`src/rtl/ring_pkg.sv`:
```
// Shared ring helpers: FSM state encoding, one-hot rotate functions and one-hot to binary.
// Used by the ring counter, the ring pointer and the round-robin arbiter.
package ring_pkg;

  localparam int RING_MAX_W = 32;

  localparam logic ST_IDLE = 1'b0;
  localparam logic ST_BUSY = 1'b1;

  typedef enum logic {
    S_IDLE = ST_IDLE,
    S_BUSY = ST_BUSY
  } ring_state_t;

  // Rotate the low w bits of v left by one; bits at and above w are returned as zero.
  function automatic logic [RING_MAX_W-1:0] rotl(input logic [RING_MAX_W-1:0] v, input int w);
    logic [RING_MAX_W-1:0] r;
    r = '0;
    for (int i = 0; i < RING_MAX_W - 1; i++) begin
      if (i < w - 1) r[i+1] = v[i];
    end
    r[0] = v[w-1];
    return r;
  endfunction

  function automatic logic [RING_MAX_W-1:0] rotr(input logic [RING_MAX_W-1:0] v, input int w);
    logic [RING_MAX_W-1:0] r;
    r = '0;
    for (int i = 0; i < RING_MAX_W - 1; i++) begin
      if (i < w - 1) r[i] = v[i+1];
    end
    r[w-1] = v[0];
    return r;
  endfunction

  function automatic int onehot2bin(input logic [RING_MAX_W-1:0] v);
    int b;
    b = 0;
    for (int i = 0; i < RING_MAX_W; i++) begin
      if (v[i]) b = i;
    end
    return b;
  endfunction

endpackage

```
`src/rtl/rr_ring_ptr.sv`:
```
// One-hot ring pointer register: resets to bit 0, and on adv_en loads the
// supplied grant vector rotated left by one (the requester after the last owner).
module rr_ring_ptr
  import ring_pkg::*;
#(
  parameter int WIDTH = 4
) (
  input  logic             clk,
  input  logic             reset,
  input  logic             adv_en,
  input  logic [WIDTH-1:0] load_gnt,
  output logic [WIDTH-1:0] ptr
);

  localparam logic [WIDTH-1:0] PTR_RST = WIDTH'(1);

  logic [RING_MAX_W-1:0] load_ext;
  logic [RING_MAX_W-1:0] rot_ext;
  logic [WIDTH-1:0]      ptr_next;
  logic                  unused_hi;

  always_comb begin
    load_ext                = '0;
    load_ext[WIDTH-1:0]     = load_gnt;
    rot_ext                 = rotl(load_ext, WIDTH);
    ptr_next                = rot_ext[WIDTH-1:0];
  end

  assign unused_hi = ^rot_ext;

  always_ff @(posedge clk or posedge reset) begin
    if (reset) begin
      ptr <= PTR_RST;
    end else if (adv_en) begin
      ptr <= ptr_next;
    end
  end

endmodule

```
`src/rtl/ring_rr_arbiter.sv`:
```
// Round-robin arbiter driven by a one-hot rotating ring pointer; grants are registered and held
// until the owner drops its request. Optional hold limit: define RR_ARB_HOLD_LIMIT_EN.
module ring_rr_arbiter
  import ring_pkg::*;
#(
  parameter int WIDTH    = 4,
  parameter int HOLD_MAX = 8,
  localparam int IDX_W   = (WIDTH > 1) ? $clog2(WIDTH) : 1
) (
  input  logic             clk,
  input  logic             reset,
  input  logic [WIDTH-1:0] req,
  output logic [WIDTH-1:0] gnt,
  output logic             gnt_valid,
  output logic [IDX_W-1:0] gnt_idx,
  output logic [WIDTH-1:0] ptr
);

  ring_state_t           state;
  ring_state_t           state_n;
  logic [WIDTH-1:0]      gnt_n;
  logic                  vld_n;
  logic [IDX_W-1:0]      idx_n;
  logic                  release_own;
  logic                  hold_expired;
  logic                  win_found;
  logic [IDX_W-1:0]      win_idx;
  logic [RING_MAX_W-1:0] ptr_ext;
  int                    base;
  int                    pos;

  // Circular priority scan starting at the pointer bit, inclusive, wrapping upward.
  always_comb begin
    ptr_ext            = '0;
    ptr_ext[WIDTH-1:0] = ptr;
    base               = onehot2bin(ptr_ext);
    pos                = 0;
    win_found          = 1'b0;
    win_idx            = '0;
    for (int i = 0; i < WIDTH; i++) begin
      pos = base + i;
      if (pos >= WIDTH) pos = pos - WIDTH;
      if (!win_found && req[pos]) begin
        win_found = 1'b1;
        win_idx   = IDX_W'(pos);
      end
    end
  end

`ifdef RR_ARB_HOLD_LIMIT_EN
  localparam int CNT_W = $clog2(HOLD_MAX + 1);
  localparam logic [CNT_W-1:0] HOLD_LAST = CNT_W'(HOLD_MAX - 1);

  logic [CNT_W-1:0] hold_cnt;

  // hold_cnt reaches HOLD_MAX-1 on the last edge of an HOLD_MAX-cycle grant.
  assign hold_expired = (state == S_BUSY) && (hold_cnt >= HOLD_LAST);

  always_ff @(posedge clk or posedge reset) begin
    if (reset) begin
      hold_cnt <= '0;
    end else if (state == S_IDLE || release_own) begin
      hold_cnt <= '0;
    end else begin
      hold_cnt <= hold_cnt + CNT_W'(1);
    end
  end
`else
  assign hold_expired = 1'b0;
`endif

  assign release_own = (state == S_BUSY) && (!req[gnt_idx] || hold_expired);

  always_comb begin
    state_n = state;
    gnt_n   = gnt;
    vld_n   = gnt_valid;
    idx_n   = gnt_idx;
    case (state)
      S_IDLE: begin
        if (win_found) begin
          state_n = S_BUSY;
          gnt_n   = WIDTH'(1) << win_idx;
          vld_n   = 1'b1;
          idx_n   = win_idx;
        end
      end
      S_BUSY: begin
        if (release_own) begin
          state_n = S_IDLE;
          gnt_n   = '0;
          vld_n   = 1'b0;
          idx_n   = '0;
        end
      end
      default: state_n = S_IDLE;
    endcase
  end

  // Grant register stage
  always_ff @(posedge clk or posedge reset) begin
    if (reset) begin
      state     <= S_IDLE;
      gnt       <= '0;
      gnt_valid <= 1'b0;
      gnt_idx   <= '0;
    end else begin
      state     <= state_n;
      gnt       <= gnt_n;
      gnt_valid <= vld_n;
      gnt_idx   <= idx_n;
    end
  end

  rr_ring_ptr #(
    .WIDTH(WIDTH)
  ) u_ptr (
    .clk     (clk),
    .reset   (reset),
    .adv_en  (release_own),
    .load_gnt(gnt),
    .ptr     (ptr)
  );

endmodule

```
`config.mk`:
```
export PLATFORM = sky130hd
export DESIGN_NAME = ring_rr_arbiter
export DESIGN_NICKNAME = d
export VERILOG_FILES = /design/src/rtl/ring_pkg.sv /design/src/rtl/rr_ring_ptr.sv /design/src/rtl/ring_rr_arbiter.sv
export SDC_FILE = /design/constraint.sdc
export NUM_CORES = 1
export LEC_CHECK = 0
export ABC_CLOCK_PERIOD_IN_PS = 2150
export BUFFER_PORTS_ARGS = -buffer_cell sky130_fd_sc_hd__buf_2
export CAP_MARGIN = 10
export CORE_MARGIN = 4
export CORE_UTILIZATION = 43
export DETAILED_ROUTE_END_ITERATION = 6
export PLACE_DENSITY = 0.75
export REMOVE_ABC_BUFFERS = 1
export SYNTH_ARGS = -nofsm -noshare
export SYNTH_HDL_FRONTEND = slang
export SYNTH_SLANG_ARGS = --single-unit
```
`constraint.sdc`:
```
create_clock -name clk -period 2.15 [get_ports clk]
set_clock_uncertainty 0.05 [all_clocks]
set_input_delay 0.1075 -clock clk [delete_from_list [all_inputs] [get_ports clk]]
set_output_delay 0.1075 -clock clk [all_outputs]
set_load 0.01 [all_outputs]
```
Yosys cells after proc, flatten, opt, wreduce, memory -nomap -nowiden:

Cells that the tools add are included.

* flip-flop bits (word level): 12
* input port bits: 6
* output and inout bits: 11
* logic and storage cells: 75

* add/subtract/negate cells: 7
* magnitude comparators: 9
* equal/unequal tests: 2
* shift-type cells: 1
* mux-type cells: 41
* bitwise operators: 1
* reduce and logical (&&, ||, !) cells: 9

Operators with widths (number)
* $ge 32x4->1 const B: 4
* $lt 32x4->1 const B: 4
* $mux 32: 4
* $sub 32x4->32 const B: 4
* $add 32x3->32 const B: 2
* $add 32x2->32 const B: 1
* $mux 1: 18
* $mux 2: 8
* $bmux 1 s2: 5
* $mux 4: 2
* $pmux 4 s2: 1
* $logic_and 1x1->1: 4
* $logic_not 1->1: 4
* $pmux 1 s2: 2
* $pmux 2 s2: 1
* $shl 1x2->4 const A: 1
* $lt 2x3->1 const B: 1
* $ne 2x1->1 const B: 1
* $ne 2x2->1 const B: 1
* $reduce_and 2->1: 1
* $not 1->1: 1

Logic depth before layout (Yosys ltp):

Gate-level depths: netlist of the first run.

* depth in word-level cells: 21
* depth in mapped cells: 7
* gate-level depth less buffers: 6

Cells and area by module:

A second synthesis of the first run with hierarchy kept.

* cell total of the unflattened synthesis: 70
* area total of the unflattened synthesis: 681.9 sq um

By module, submodules not included
* ring_rr_arbiter: instances 1, cells an instance 61, area each 531.8 sq um, seq. area each 200.2 sq um
* rr_ring_ptr: instances 1, cells an instance 9, area each 150.1 sq um, seq. area each 101.3 sq um

Worst setup path before layout of the first run:

Ideal clock, no wire load.

* path kind: reg2reg
* from: register u_ptr.ptr[2]
* to: register gnt[2]
* setup time: 0.121 ns
* arrival time: 1.604 ns
* data required time: 1.979 ns
* setup slack: 0.375 ns
* stages on the path, launching flop included: 8
* path buffers: 1
* period minus slack after synthesis: 1.775 ns
* cell sequence: dfrtp_1 > buf_6 > or2_4 > o221ai_2 > nor3_4 > a21oi_4 > nor2_2 > a22o_1

* longest elaborated chain between the ends: 20
* elaborated cells between the ends (all ways): 48
* classes of those cells: add/sub (7); order compare (4); eq/ne (1); shift (1); mux (28); reduce/logical (7)

Ends and longest elaborated chain
* start, declared: line rr_ring_ptr.sv:12 `output logic [WIDTH-1:0] ptr`
* start signal, assigned: line rr_ring_ptr.sv:35 `ptr <= ptr_next;`
* $mux 2 * (2 in series): line ring_pkg.sv:40 `if (v[i]) b = i;`
* branches (longest 18 deep; another with $add 32x2->32)
* end signal, assigned: line ring_rr_arbiter.sv:109 `gnt <= gnt_n;`
* end, declared: line ring_rr_arbiter.sv:13 `output logic [WIDTH-1:0] gnt,`

Every way passes the cells marked *. The select of a mux whose other input is x is not followed.
A chain may end at the register's enable or synchronous reset.

Worst setup path after layout of the first run:

* from: register u_ptr.ptr[3]
* to: register gnt[2]

* longest elaborated chain between the ends: 19
* elaborated cells between the ends (all ways): 47
* classes of those cells: add/sub (7); order compare (4); eq/ne (1); shift (1); mux (27); reduce/logical (7)

Ends and longest elaborated chain (line)
* $mux 2 *: ring_pkg.sv:40
* branches (longest 18 deep; another with $add 32x2->32)

Marked as above.

==> metrics.txt, run 1 <==
switching share of power=roughly 43%; Post-synth ARST share=100%; TritonCTS clock tree=built; Seq cells post-synth=12; Setup-failing EPs final=0; global-route wire length before repair=2.93 mm; num rows=15; total track usage=between 10% and 20%; utilization of the core after routing=roughly 53%; Iter 0 DRT Violations=13; Setup TNS=0 ps; minimum clock period=~2000 ps; DIE HEIGHT=roughly 52 µm; TritonRoute pass-1 iters=4; part of the power in the clock network=a little under an eighth; CTS Buffer Depth=2; register area share after synthesis=around 36%; FF-to-FF Start=u_ptr.ptr[3]; commonest non-fill, non-tap cell in the layout=buf_2; largest family of logic cells by synthesized area=compound AO/OA/AOI/OAI gates; Synth Area in XOR/XNOR=0%; layout cells sized above 1=between 30% and 40%; R2R depth=6; PortBufs=16; status=finished, final reports clean; area delta synth->final=12.7%; CTS sink count=12; Final period util=roughly 91%; worst-path maximum fanout=14; power density cells=roughly 1500 nW/µm²; Die X=52.4 µm; Post-Syn Instances=80; CP Capture Point=gnt[2]; Post-Place Worst Slack=~180 ps; largest net degree at the start of global routing=15; Initial Util=between 40% and 50%; setup slack, reg-to-reg=approximately 190 ps; I/O pins=17; Cell Area, Synth=around 850 µm²; ys flop type=dfrtp_1; yosys warns=0; LEAKAGE=between 0.0004 and 0.0005 µW; kind of critical path=reg -> reg; Final Worst Setup Slack=around 190 ps; Peak Freq=510 MHz; register share of total power=29.8%; final hold viol count=0; initial antenna violation count=0; Comb power frac=roughly three fifths; Die ar.=about 2700 µm²; post-synth cell types=35; normalized max-slew margin=68.0%; Psw=623 µW; Slew @ Worst Pin=just under 500 ps; Max Slew Vio Count=0; Placement Cell Area=around 910 µm²; GPL Wtd Cong=0.916; Arr. time, crit path=just over 2000 ps; internal power component=814 µW; via count=about 660; Vias per Instance=approximately 5.4; simple-gate share of the synthesized area=14.2%; CTS buffer count=3; Antenna Violating Nets Remaining=0; commonest non-fill, non-tap cells in the layout=16 x buf_2, 11 x dfrtp_1, 9 x nand2_1, 7 x a21oi_1, 5 x inv_1; cell area after layout=between 900 and 1000 µm²; Fillers=180; mean post-synth cell area=~11 µm²; root buffer cell=clkbuf_4; multiplexer share of the synthesized area=between 10% and 20%; worst hold path class=in -> reg; Max-cap violations=0; EDFF count, synth=0; Worst Setup SP=u_ptr.ptr[3]; WL/cell=around 14 µm; clock latency on the worst-skew pair=about 260 ps; Inserted Diodes=0; vias in the first global route=between 600 and 700; Clk pin slew, worst setup/hold paths=roughly 70 ps; CP required=2250 ps; Post-DP HPWL=around 1.3 mm; RSZ-0062 raised after global routing=false; Synth Area in Compound Gates=28.1%; R2R Path End=gnt[2]; adder-cell area share of the yosys netlist=0%; nets=around 100; nature of the critical path endpoint=register; startpoint types=register; gr ovfl total=0; CTS H-tree lvls=1; drc violations=0; CORE AREA=1800 µm²; VDD IR max=roughly 0.72 mV; routed wire length=1.65 mm
[layout make-up]
type | count | area [µm²] | area share [%]
clock buffers | 4 | 36.3 | 3.80
inverters | 6 | 22.5 | 2.36
multi-input cells | 56 | 465 | 48.8
flip-flops and latches | 12 | 302 | 31.6
well taps | 25 | 31.3 | 3.28
repair buffers | 18 | 97.6 | 10.2
[metrics by stage]
| step | hold slack [ps] | total power, µW | instances |
|---|---|---|---|
| 3_5_place_dp | 79.6 | 1280 | 116 |
| 2_1_floorplan | -78.5 | 1070 | 74 |
| 3_3_place_gp | 77.1 | 1260 | 116 |
| 4_1_cts | 335 | 1450 | 121 |
| 5_1_grt | 375 | 1570 | 121 |
| 6_report | 335 | 1440 | 121 |
[Yosys cell counts (2+ instances only)]
cell type,instances,area share [%]
nand2b_1,3,2.2
inv_1,5,2.2
nor2b_1,2,1.5
a21o_1,2,1.8
buf_6,4,5.3
mux2_1,4,5.3
nor2_1,3,1.3
o221ai_1,2,2.1
a31oi_1,2,1.5
a21oi_1,7,4.1
mux2i_1,4,4.7
dfrtp_1,11,32
nand2_1,9,4.0
[routing by layer]
metal  vias to the layer above  routed length [µm]  part of all wire, %  global-route usage (%)
li1                        319                   -                    -                       -
met1                       306                 745                   45                    19.0
met2                        34                 767                   46                    22.7
met3                         0                 137                  8.3                    1.14
met4                         0                   0                    0                    5.96
met5                         -                   0                    0                       0
[critical path: stages, from the launching register on]
cell      delay [ps]
dfrtp_1          550
or2_4            350
a211oi_2         160
a21oi_1          120
a21oi_4          290
nor2_2           110
a22o_1           240
[power by group through the flow]
| stage | Combinational (µW) | Clock, µW | Sequential, µW |
|---|---|---|---|
| CTS | 845 | 179 | 430 |
| global route | 932 | 191 | 446 |
| global placement | 828 | 0 | 430 |
| floorplan | 608 | 0 | 458 |
| detailed placement | 841 | 0 | 435 |
| finish | 837 | 171 | 429 |
[flip-flops by register name, indices dropped and copies added, names as in the netlist]
signal / cells
gnt: 4
state: 1
gnt_idx: 2
gnt_valid: 1
u_ptr.ptr: 4
[repair_timing]
action | 4_1_cts | 5_1_grt
setup endpoints to repair | 0 | 0
setup buffers | 0 | 0
hold buffers | 1 | 0
resized for setup | 0 | 0
hold endpoints to repair | 11 | 0
[worst min-delay path by stage]
stage             end  cells past startpoint   start  slack, ps
5_1_grt        gnt[3]                      3  req[3]        380
6_report       gnt[3]                      3  req[3]        330
3_5_place_dp   gnt[3]                      2   reset         80
4_1_cts        gnt[1]                      3   reset        340
2_1_floorplan  gnt[0]                      1   reset        -80
3_3_place_gp   gnt[1]                      2   reset         80
[kinds of logic (layout without fill, tap and decap cells)]
kind of cell	Yosys count	after routing
and+or+nand+nor	22	22
DFF	12	12
muxes	9	9
buffers and inverters	12	28
AOI/OAI and AO/OA	25	25
Power figures use the tool's default switching activity.
==> run 2, diff against run 1 <==
- ABC_AREA: default -> 1
==> metrics.txt, run 2 <==
status=finished, final reports clean; largest family of logic cells by synthesized area=simple AND/OR/NAND/NOR gates; commonest non-fill, non-tap cells in the layout=46 x nand2_1, 19 x nand3_1, 16 x buf_2, 13 x inv_1, 11 x dfrtp_1; I/O pins=17 (unchanged); hold buffer count at CTS=1 (unchanged); Antenna Violating Nets Remaining=0 (unchanged); Max Slew Vio Count=0 (unchanged); layout cells sized above 1=28.1% (-7.3 points); utilization of the core after routing=55.8% (+2.8 points); WL/cell=11.4 µm (-17%); post-route insts no fill=171 (+41%); LEAKAGE=0.000601 µW (+36%); CORE AREA=1820 µm² (+1.0%); area delta synth->final=17.0%; VDD IR max=0.847 mV (+18%); Die X=52.9 µm (+1.0%); normalized max-slew margin=70.0% (+2.0 points); Vias per Instance=4.89 (-10%); yosys warns=0 (unchanged); Post-synth ARST share=100% (unchanged); Placement Cell Area=980 µm² (+7.9%); highest-delay cell along the critical path=dfrtp_1; Commonest cells post-synth=46 x nand2_1, 19 x nand3_1, 13 x inv_1; PortBufs=16 (unchanged); commonest non-fill, non-tap cell in the layout=nand2_1; Arr. time, crit path=1950 ps (-110 ps); kind of critical path=reg -> reg; Iter 0 DRT Violations=25 (+12); initial antenna violation count=0 (unchanged); drc violations=0 (unchanged); final hold viol count=0 (unchanged); Worst path max stage delay=430 ps (-120 ps); CTS H-tree lvls=1 (unchanged); EDFF count, synth=0 (unchanged); CTS buffer count=3 (unchanged); Synth Area in XOR/XNOR=0% (unchanged); total track usage=16.0% (+1.9 points); global-route wire length before repair=3.33 mm (+14%); Synth top area share=31.7% (-0.80 points); nature of the critical path endpoint=register; root buffer cell=clkbuf_4; routed wire length=1.95 mm (+18%); placed insts=166 (+43%); Cell Area, Synth=868 µm² (+2.5%); vias in the first global route=774 (+18%); TritonCTS clock tree=built; TritonRoute pass-1 iters=4 (unchanged); RSZ-0062 raised after global routing=false; simple-gate share of the synthesized area=51.0% (+37 points); largest net degree at the start of global routing=13 (-2); power density cells=1770 nW/µm² (+17%); Post-Place Worst Slack=387 ps (+202 ps); Synth Area in Compound Gates=6.92% (-21 points); minimum clock period=1790 ps (-167 ps); largest cells by area after synthesis=dfrtp_1 32%, nand2_1 20%, nand3_1 11%; Post-DP HPWL=1.53 mm (+20%); gr ovfl total=0 (unchanged); Clk pin slew, worst setup/hold paths=80 ps (about the same); Die ar.=2800 µm² (+2.1%); cell area after layout=1020 µm² (+6.4%); Final period util=83.4% (-7.8 points); Initial Util=47.7% (+0.68 points); startpoint types=register; CTS sink count=12 (unchanged); Max-cap violations=0 (unchanged); Final Worst Setup Slack=357 ps (+167 ps); Peak Freq=558 MHz (+9.3%); mean post-synth cell area=6.95 µm² (-34%); post_cts resized=0 (unchanged); CTS Buffer Depth=2 (unchanged); worst-path maximum fanout=6 (-8); multiplexer share of the synthesized area=0% (-13 points); Setup Buffers After CTS=0 (unchanged); CP required=2310 ps (+60 ps); Seq cells post-synth=12 (unchanged); DIE HEIGHT=52.9 µm (+1.0%); setup slack, reg-to-reg=360 ps (+170 ps); clock latency on the worst-skew pair=270 ps (about the same); post-synth cell types=18 (-49%); via count=837 (+27%); nets=153 (+49%); Inserted Diodes=0 (unchanged); Post-Syn Instances=125 (+56%); register area share after synthesis=34.7% (-0.87 points); Slew @ Worst Pin=449 ps (-30.8 ps); biggest regs=gnt: 4 flops, u_ptr.ptr: 4 flops, gnt_idx: 2 flops; most instantiated library cell after synthesis=nand2_1; GPL Wtd Cong=0.852 (-7.0%); adder-cell area share of the yosys netlist=0% (unchanged); Setup-failing EPs final=0 (unchanged); ordered cell list for the critical path=nor2_1 > inv_1 > nand3_2 > nand2_4 > nor2_8 > nand2_2 > nor2_4 > nor2_2 > nor2_4 > nand2_1 > nand2_1; largest area contributor in the netlist=dfrtp_1; num rows=15 (unchanged); ys flop type=dfrtp_1; Setup TNS=0 ps (unchanged); worst hold path class=in -> async
==> run 2: changes by cell type after synthesis, sizes merged, moves of 5 or more <==
| cell | change |
|---|---|
| nand2 | +44 |
| buf | -6 |
| inv | +11 |
| a21oi | -5 |
| nand3 | +23 |
==> run 2: final timing paths <==
check / start / endpoint / cells past startpoint
max reg2reg: u_ptr.ptr[2] / gnt[1] / 11
max: u_ptr.ptr[2] / gnt[1] / 11
min in group clk: req[3] / u_ptr.ptr[0] / 7
min reg2reg: u_ptr.ptr[0] / u_ptr.ptr[0] / 2
max in group asynchronous: reset / u_ptr.ptr[0] / 3
min: reset / gnt[3] / 3
==> run 2: area by class of cell <==
class,count,area [µm²]
inverter,17,63.8
clock buffer,4,26.3
tap,25,31.3
sequential,12,302
multi-input combinational,96,503
fill,192,805
timing repair buffer,17,90.1
==> run 2: cell families (layout without fill, tap and decap cells) <==
group | Yosys count | count (layout)
and+or+nand+nor | 86 | 86
buffers and inverters | 17 | 38
DFF | 12 | 12
AOI/OAI and AO/OA | 10 | 10
==> run 2: routing by layer <==
layer / routed length [µm] / up-vias / track usage, %
met5: 0 / - / 0
met4: 0 / 0 / 1.28
met3: 116 / 0 / 4.23
met2: 899 / 23 / 28.1
met1: 931 / 373 / 20.2
li1: - / 441 / -
==> run 2: report_power, final <==
group	switching, µW	total (µW)	internal [µW]
Combinational	840	1250	414
Clock	72.5	144	71.8
Sequential	79.5	397	317
Total	992	1800	803
==> run 2: critical path: cells and delay by family, from the launching register on <==
kind | cells | cell delay, ps
simple gates | 10 | 1130
flops | 1 | 430
buf+inv | 1 | 140
==> run 2: stage by stage <==
stage	power [µW]	hold WS [ps]
finish	1800	343
global route	1990	386
CTS	1800	339
detailed placement	1650	78.2
global placement	1630	68.6
floorplan	1390	-78.5
==> run 3, diff against run 2 <==
- ABC_CLOCK_PERIOD_IN_PS: 2150 -> 1900
- clock period: 2.15 -> 1.9 ns (I/O delays scaled with it)
==> metrics.txt, run 3 (synthesized netlist as in run 2, its figures left out) <==
setup slack, reg-to-reg=150 ps (-210 ps); register share of total power=21.3% (-0.8 points); startpoint types=register; TritonRoute pass-1 iters=4 (unchanged); Max-cap violations=0 (unchanged); placed insts=166 (unchanged); CTS buffer count=3 (unchanged); Worst path max stage delay=450 ps (+20 ps); DIE HEIGHT=52.9 µm (unchanged); CTS H-tree lvls=1 (unchanged); final hold viol count=0 (unchanged); internal power component=985 µW (+23%); Initial Util=47.7% (unchanged); nature of the critical path endpoint=register; cell family with most CP delay=simple AND/OR/NAND/NOR gates; worst path bufs/invs=1 (unchanged); CTS sink count=12 (unchanged); Max Slew Vio Count=0 (unchanged); Peak Freq=571 MHz (+2.4%); biggest regs=gnt: 4 flops, u_ptr.ptr: 4 flops, gnt_idx: 2 flops; Fillers=186 (-3.1%); post-route insts no fill=171 (unchanged); kind of critical path=reg -> reg; worst hold path class=in -> async; RSZ-0062 raised after global routing=false; vias in the first global route=773 (-0.13%); R2R Path End=gnt[1]; normalized max-slew margin=69.3% (-0.68 points); commonest non-fill, non-tap cells in the layout=45 x nand2_1, 19 x nand3_1, 16 x buf_2, 13 x inv_1, 10 x dfrtp_1; CORE AREA=1820 µm² (unchanged); Psw=1190 µW (+20%); status=finished, final reports clean; total track usage=16.2% (+0.22 points); global-route wire length before repair=3.34 mm (+0.21%); R2R depth=13 (+2); commonest non-fill, non-tap cell in the layout=nand2_1; Inserted Diodes=0 (unchanged); Die X=52.9 µm (unchanged); nets=153 (unchanged); via count=886 (+5.9%); largest net degree at the start of global routing=13 (unchanged); Multi-input gate area=532 µm² (+5.7%); drc violations=0 (unchanged); layout cells sized above 1=30.8% (+2.7 points); Arr. time, crit path=1920 ps (-30 ps); Iter 0 DRT Violations=22 (-12%); gr ovfl total=0 (unchanged); CP required=2070 ps (-240 ps); Slew @ Worst Pin=460 ps (+10.2 ps); initial antenna violation count=0 (unchanged); routed wire length=2.01 mm (+3.3%); num rows=15 (unchanged); Final period util=92.2% (+8.8 points); Comb power frac=69.3% (-0.6 points); root buffer cell=clkbuf_4; WL/cell=11.8 µm (+3.3%); Clk pin slew, worst setup/hold paths=80 ps (about the same); TritonCTS clock tree=built; LEAKAGE=0.000611 µW (+1.6%); highest-delay cell along the critical path=dfrtp_2; Die ar.=2800 µm² (unchanged); Post-DP HPWL=1.54 mm (+0.41%); area delta synth->final=21.9%; power density cells=2060 nW/µm² (+16%); Setup Buffers After CTS=0 (unchanged); GPL Wtd Cong=0.852 (unchanged); Setup-failing EPs final=0 (unchanged); cell area after layout=1060 µm² (+4.2%); part of the power in the clock network=9.4% (+1.4 points); switching share of power=54.7% (-0.55 points); ordered cell list for the critical path=inv_2 > nand2_4 > nand2_8 > nand2_1 > nand3_2 > nand2_2 > nor2_8 > nand2_2 > nor2_4 > nor2_2 > nor2_4 > nand2_1 > nand2_1; Setup TNS=0 ps (unchanged); Antenna Violating Nets Remaining=0 (unchanged); FF-to-FF Start=u_ptr.ptr[2]; Vias per Instance=5.18 (+5.9%); worst-path maximum fanout=10 (+4); CP most frequent cell=nand2_1; CTS Buffer Depth=2 (unchanged); Register Area=303 µm² (+0.41%); I/O pins=17 (unchanged); VDD IR max=0.831 mV (-1.9%); minimum clock period=1750 ps (-41.9 ps); Placement Cell Area=980 µm² (unchanged); PortBufs=16 (unchanged); clock latency on the worst-skew pair=280 ps (about the same)
==> run 3: area by class of cell <==
type                       count  share of cell area [%]
multi-input combinational     96                    50.2
sequential                    12                    28.6
timing repair buffer          17                    8.51
inverter                      17                    6.26
clock buffer                   4                    3.43
tap                           25                    2.96
==> run 3: how the worst max path moves through the flow <==
| stage | from | endpoint | slack [ps] | cells after the start |
|---|---|---|---|---|
| detailed placement | u_ptr.ptr[2] | gnt[0] | 120 | 10 |
| finish | u_ptr.ptr[2] | gnt[1] | 150 | 13 |
| global placement | u_ptr.ptr[2] | gnt[0] | 150 | 10 |
| global route | u_ptr.ptr[2] | gnt_idx[1] | 9 | 13 |
| CTS | u_ptr.ptr[2] | gnt[1] | 110 | 11 |
| floorplan | u_ptr.ptr[2] | gnt[0] | 280 | 11 |
==> run 3: repair_timing <==
action / 4_1_cts / 5_1_grt
hold endpoints to repair: 11 / 0
endpoints found under the setup margin: 0 / 6
hold buffers: 1 / 0
gates resized for setup: 0 / 7
==> run 3: through the flow <==
stage               power (µW)  util, %  hold WS, ps  setup slack, ps
finish                    2180     58.1          324              149
floorplan                 1570        -        -91.0              279
global placement          1850     53.8         56.2              154
detailed placement        1870     53.8         69.4              118
CTS                       2090     56.4          316              111
global route              2380     58.1          371             9.09
==> run 3: routing by layer <==
layer	share of wire (%)	wire length [µm]	global-route usage (%)	up-vias
met5	0	0	0	-
met4	0.84	17	3.83	0
li1	-	-	-	442
met1	45	908	19.9	401
met2	46	935	28.5	39
met3	7.5	150	3.38	4
==> run 3: power groups by stage <==
stage	logic, µW	registers [µW]	clock network (µW)
6_report	1510	463	205
5_1_grt	1680	472	224
4_1_cts	1430	447	211
3_5_place_dp	1420	451	0
3_3_place_gp	1400	448	0
2_1_floorplan	1100	477	0
==> run 3: worst min-delay path, stage by stage <==
cell and delay, ps:
dlygate4sd3_1 540, buf_2 120, inv_1 340
